### src/rtl/issue_queue_select.sv
// Issue queue for one FU column: holds uops until both sources are woken, issues the oldest ready one.
// Latency: dispatch or wakeup at edge N can issue at cycle N+1; select is combinational from state.
// Backpressure: disp_ready drops when full or flushing; a selection waits in place for issue_ready.
module issue_queue_select #(
    parameter int NUM_ENTRIES = 8,
    parameter int TAG_W       = 6,
    parameter int PAYLOAD_W   = 64,
    parameter int NUM_WAKE    = 2
) (
    input  logic                             clk,
    input  logic                             rst,
    input  logic                             flush,
    input  logic                             disp_valid,
    output logic                             disp_ready,
    input  logic [PAYLOAD_W-1:0]             disp_payload,
    input  logic [TAG_W-1:0]                 disp_src1_tag,
    input  logic                             disp_src1_rdy,
    input  logic [TAG_W-1:0]                 disp_src2_tag,
    input  logic                             disp_src2_rdy,
    input  logic [NUM_WAKE-1:0]              wake_valid,
    input  logic [NUM_WAKE*TAG_W-1:0]        wake_tag,
    output logic                             issue_valid,
    input  logic                             issue_ready,
    output logic [PAYLOAD_W-1:0]             issue_payload,
    output logic [$clog2(NUM_ENTRIES):0]     occupancy
);
    localparam int IDX_W = $clog2(NUM_ENTRIES);
    localparam int OCC_W = IDX_W + 1;
    localparam logic [OCC_W-1:0] FULL_CNT = OCC_W'(NUM_ENTRIES);

    typedef struct packed {
        logic [TAG_W-1:0] tag;
        logic             rdy;
    } src_t;

    typedef struct packed {
        logic [PAYLOAD_W-1:0] payload;
        src_t                 src1;
        src_t                 src2;
    } entry_t;

    logic [NUM_ENTRIES-1:0] valid_q;
    entry_t                 entry_q [NUM_ENTRIES];
    // age_q[i][j] set means entry i is older than entry j
    logic [NUM_ENTRIES-1:0] age_q   [NUM_ENTRIES];

    logic [NUM_ENTRIES-1:0] cand;
    logic [NUM_ENTRIES-1:0] sel;
    logic [IDX_W-1:0]       free_idx;
    logic                   disp_fire;
    logic                   issue_fire;
    entry_t                 new_entry;

    function automatic logic tag_woken(input logic [NUM_WAKE-1:0]       wv,
                                       input logic [NUM_WAKE*TAG_W-1:0] wt,
                                       input logic [TAG_W-1:0]          tag);
        logic hit;
        hit = 1'b0;
        for (int k = 0; k < NUM_WAKE; k++) begin
            if (wv[k] && (wt[k*TAG_W +: TAG_W] == tag)) hit = 1'b1;
        end
        return hit;
    endfunction

    always_comb begin
        occupancy = '0;
        for (int i = 0; i < NUM_ENTRIES; i++) begin
            occupancy = occupancy + OCC_W'(valid_q[i]);
        end
    end

    assign disp_ready = (occupancy < FULL_CNT) && !flush;
    assign disp_fire  = disp_valid && disp_ready;

    always_comb begin
        free_idx = '0;
        for (int i = NUM_ENTRIES - 1; i >= 0; i--) begin
            if (!valid_q[i]) free_idx = IDX_W'(i);
        end
    end

    // An entry wins only if it is older than every other candidate.
    always_comb begin
        for (int i = 0; i < NUM_ENTRIES; i++) begin
            cand[i] = valid_q[i] && entry_q[i].src1.rdy && entry_q[i].src2.rdy;
        end
        for (int i = 0; i < NUM_ENTRIES; i++) begin
            sel[i] = cand[i];
            for (int j = 0; j < NUM_ENTRIES; j++) begin
                if ((j != i) && cand[j] && !age_q[i][j]) sel[i] = 1'b0;
            end
        end
    end

    assign issue_valid = |cand;
    assign issue_fire  = issue_valid && issue_ready;

    always_comb begin
        issue_payload = '0;
        for (int i = 0; i < NUM_ENTRIES; i++) begin
            if (sel[i]) issue_payload = issue_payload | entry_q[i].payload;
        end
    end

    // Wakeups landing in the dispatch cycle are folded into the new entry.
    always_comb begin
        new_entry.payload   = disp_payload;
        new_entry.src1.tag  = disp_src1_tag;
        new_entry.src1.rdy  = disp_src1_rdy | tag_woken(wake_valid, wake_tag, disp_src1_tag);
        new_entry.src2.tag  = disp_src2_tag;
        new_entry.src2.rdy  = disp_src2_rdy | tag_woken(wake_valid, wake_tag, disp_src2_tag);
    end

    always_ff @(posedge clk) begin
        if (rst) begin
            valid_q <= '0;
            for (int i = 0; i < NUM_ENTRIES; i++) age_q[i] <= '0;
        end else if (flush) begin
            valid_q <= '0;
        end else begin
            for (int i = 0; i < NUM_ENTRIES; i++) begin
                if (valid_q[i]) begin
                    if (tag_woken(wake_valid, wake_tag, entry_q[i].src1.tag))
                        entry_q[i].src1.rdy <= 1'b1;
                    if (tag_woken(wake_valid, wake_tag, entry_q[i].src2.tag))
                        entry_q[i].src2.rdy <= 1'b1;
                end
                if (issue_fire && sel[i]) valid_q[i] <= 1'b0;
            end
            if (disp_fire) begin
                valid_q[free_idx] <= 1'b1;
                entry_q[free_idx] <= new_entry;
                age_q[free_idx]   <= '0;
                for (int j = 0; j < NUM_ENTRIES; j++) begin
                    age_q[j][free_idx] <= valid_q[j];
                end
            end
        end
    end
endmodule

### config.mk
export PLATFORM = sky130hd
export DESIGN_NAME = issue_queue_select
export DESIGN_NICKNAME = d
export VERILOG_FILES = /design/src/rtl/issue_queue_select.sv
export SDC_FILE = /design/constraint.sdc
export NUM_CORES = 1
export LEC_CHECK = 0
export ABC_AREA = 0
export ABC_CLOCK_PERIOD_IN_PS = 10300
export BUFFER_PORTS_ARGS = -buffer_cell sky130_fd_sc_hd__buf_2
export CAP_MARGIN = 5
export CORE_MARGIN = 2
export CORE_UTILIZATION = 50
export DETAILED_ROUTE_END_ITERATION = 10
export PLACE_DENSITY_LB_ADDON = 0.3
export SYNTH_ARGS = -nofsm -noshare
export SYNTH_HDL_FRONTEND = slang
export SYNTH_SLANG_ARGS = --single-unit
export TNS_END_PERCENT = 100
### constraint.sdc
create_clock -name clk -period 10.3 [get_ports clk]
set_input_delay 2.06 -clock clk [delete_from_list [all_inputs] [get_ports clk]]
set_output_delay 2.06 -clock clk [all_outputs]
set_load 0.01 [all_outputs]
==> results.yml <==
status:
  status: "complete, no violations"
yosys:
  yosys_warnings: 0
  synth_edf_count: 608
  ys_ff_latch: 688
  seq_area_frac_synth: 0.716
  synth.distinct_cells: 62
  synthCells: 1758
  async_flop_share: 0
  yosys.area.top_type: "edfxtp_1"
  synthFlopType: "edfxtp_1"
  synth.area.top_cells: "edfxtp_1 (66%), dfxtp_1 (5.8%), a22oi_1 (3.8%)"
  syn_nets: 1862
  syn_avg_cell_area_um2: 15.8
  synthesis.area_um2: 27700
  yosysTopAreaCellShare: 0.658
power_and_ir_drop:
  power.density_nw_per_um2: 178
  cellLeakagePower_nw: 10.4
  ir_worst_vdd_mv: 0.143
clock_tree:
  cts_root_buffer: "clkbuf_16"
  numCtsBuffers: 66
  cts.htree.levels: 3
  post_cts.repair.setup_buffers: 0
  cts_tree: "yes"
  cts_hold_buf: 0
  cts_resized: 0
  clk_pin_slew_worst_paths_ps: 60
  cts_buffer_depth: 3
  insertion_delay_ps: 600
  cts_sinks: 688
drt:
  drcViolationCount: 0
  wl_per_cell_um: 25.5
  final_antenna_net_count: 0
  firstDrtPassIters: 5
  drtIter0Drc: 1701
  routed_wl_mm: 69.4
  routed_via_density: 6.10
  num_vias: 16569
grt:
  grt_pass1_vias: 16523
  grt_pass1_wl_mm: 103
  grt_max_degree: 66
  antenna_found_initial: 9
  grt_usage: 0.242
  overflow: 0
final_layout:
  multi_input_area_um2: 7270
  layout-drive-gt1-share: 0.188
  register_area_um2: 19900
  instances_no_fill: 2716
  nNetsFinal: 2019
  final_util: 0.568
  fillCellCount: 4214
  area_delta_synth_final_pct: 12.7
setup_path:
  cp-end-kind: "primary output"
  arrival_ps: 4160
  cp_max_fo: 49
  path_class: "reg -> out"
  startpoint_type: "flip-flop"
  cp.required_ps: 8240
floorplanning:
  die_w_um: 240
  start_util: 0.504
  core_um2: 55000
  dieArea_um2: 57400
  top_level_ports: 167
  core.rowCount: 86
  fp.dieH_um: 240
sta:
  fin_crit_sh: 0.604
  fmax_mhz: 161
  worst_pin_slew_ps: 1330
  setup_violations: 0
  setup_tns_ps: 0
  relSlewSlack: 0.109
  whs_ps: 449
  hold_viol_final: 0
  rsz0062_at_grt: "false"
  finalCriticalPeriod_ps: 6220
  drv_slew: 0
  fin_skew_ps: 25.7
placement:
  io_buffers: 166
  post-place-cells: 2595
  place_hpwl_mm: 38.3
  gp_congestion: 0.886
job:
  maxCapViolCount: 0
min_path:
  hold_class: "reg -> reg"
-- cell type report --
class | instances | share of cell area
flip-flops and latches | 688 | 0.635
multi-input cells | 946 | 0.233
clock buffers | 95 | 0.0597
repair buffers | 197 | 0.0340
well taps | 748 | 0.0299
clock inverters | 22 | 0.00596
inverters | 16 | 0.00208
diodes | 4 | 0.000320
-- flip-flops by register name, summed over array words and instances, names as in the netlist --
signal and cells:
age_q 56, entry_q 624, valid_q 8
-- cells in the mapped netlist, types with 3 or more instances --
library cell / n
mux2i_1: 4
buf_6: 7
buf_4: 16
nor3_4: 5
a221oi_1: 19
a221oi_2: 45
nand3_2: 7
nand3_1: 76
and3_1: 6
o2111ai_1: 3
o21ai_0: 23
o21a_1: 4
nor3_1: 13
o21ai_1: 6
nand2b_1: 3
o22ai_1: 14
a21oi_1: 45
xnor2_1: 115
nand2_1: 42
clkbuf_1: 17
nor4_2: 5
fa_1: 4
a22oi_1: 141
dfxtp_1: 80
a31oi_1: 6
nor2_2: 4
nor2_1: 52
nand4b_1: 12
a22o_1: 64
o211ai_1: 4
xor2_1: 102
ha_1: 3
buf_2: 68
inv_1: 16
or2_1: 3
nand4_4: 3
or4_1: 12
o21bai_1: 7
nand4_1: 41
or3_1: 3
edfxtp_1: 608
nor4_1: 23
-- layer usage --
layer / up-vias / routed length [um] / global-route usage
li1: 7279 / - / -
met1: 8402 / 28400 / 0.333
met2: 751 / 33000 / 0.386
met3: 127 / 6110 / 0.0467
met4: 10 / 1800 / 0.0869
met5: - / 73 / 0
-- cell usage in the layout (no fill, tap or decap), types with 5 or more instances in the layout --
master     count
edfxtp_1     608
buf_2        166
a22oi_1      141
xnor2_1      115
xor2_1       102
dfxtp_1       80
nand3_1       76
clkbuf_16     69
a22o_1        64
nor2_1        52
a221oi_2      45
a21oi_1       45
nand2_1       42
nand4_1       41
buf_4         31
o21ai_0       23
nor4_1        22
clkbuf_1      21
a221oi_1      19
o22ai_1       14
inv_1         14
nand4b_1      12
or4_1         12
clkinv_1      12
nor3_1        11
nand3_2        7
nor3_4         7
o21bai_1       7
a31oi_1        6
o21ai_1        6
and3_1         5
-- stage by stage --
step / power, mW / setup slack [ps] / area (um^2)
finish: 5.57 / 4080 / 31300
global route: 5.72 / 4010 / 31300
CTS: 5.60 / 4200 / 31200
detailed placement: 3.31 / 4590 / 29200
global placement: 3.30 / 4700 / 29200
floorplan: 3.22 / 5090 / 27700
-- power by group --
group	total [mW]	leakage [nW]	internal [mW]	switching [mW]
logic	0.195	3.28	0.0607	0.134
clock network	2.31	0.999	1.32	0.997
registers	3.06	6.12	3.05	0.00965
-- critical path, cell delays in order, from the launching register on --
cell,delay [ps]
dfxtp_1,510
nand3_2,310
o22ai_1,120
or3_1,370
nor3_4,880
buf_4,770
a22oi_1,200
nand3_1,210
buf_2,160
-- kinds of logic after synthesis --
group | after synthesis | synth area share
flip-flops | 688 | 0.716
multiplexers | 4 | 0.00144
AO/OA/AOI/OAI | 396 | 0.117
AND/OR/NAND/NOR | 322 | 0.0686
adder cells (fa/ha/maj) | 7 | 0.00424
buffers and inverters | 124 | 0.0239
XOR/XNOR | 217 | 0.0685
-- worst paths after layout --
path / from / cells past startpoint / slack [ps] / end
setup / recovery: valid_q[6] / 8 / 4080 / issue_payload[0]
hold / removal: age_q[0][5] / 2 / 450 / age_q[0][5]
setup reg to reg: valid_q[3] / 12 / 4590 / entry_q[5][36]
hold reg to reg: age_q[0][5] / 2 / 450 / age_q[0][5]
Note: power is estimated with default switching activity, not from simulation.
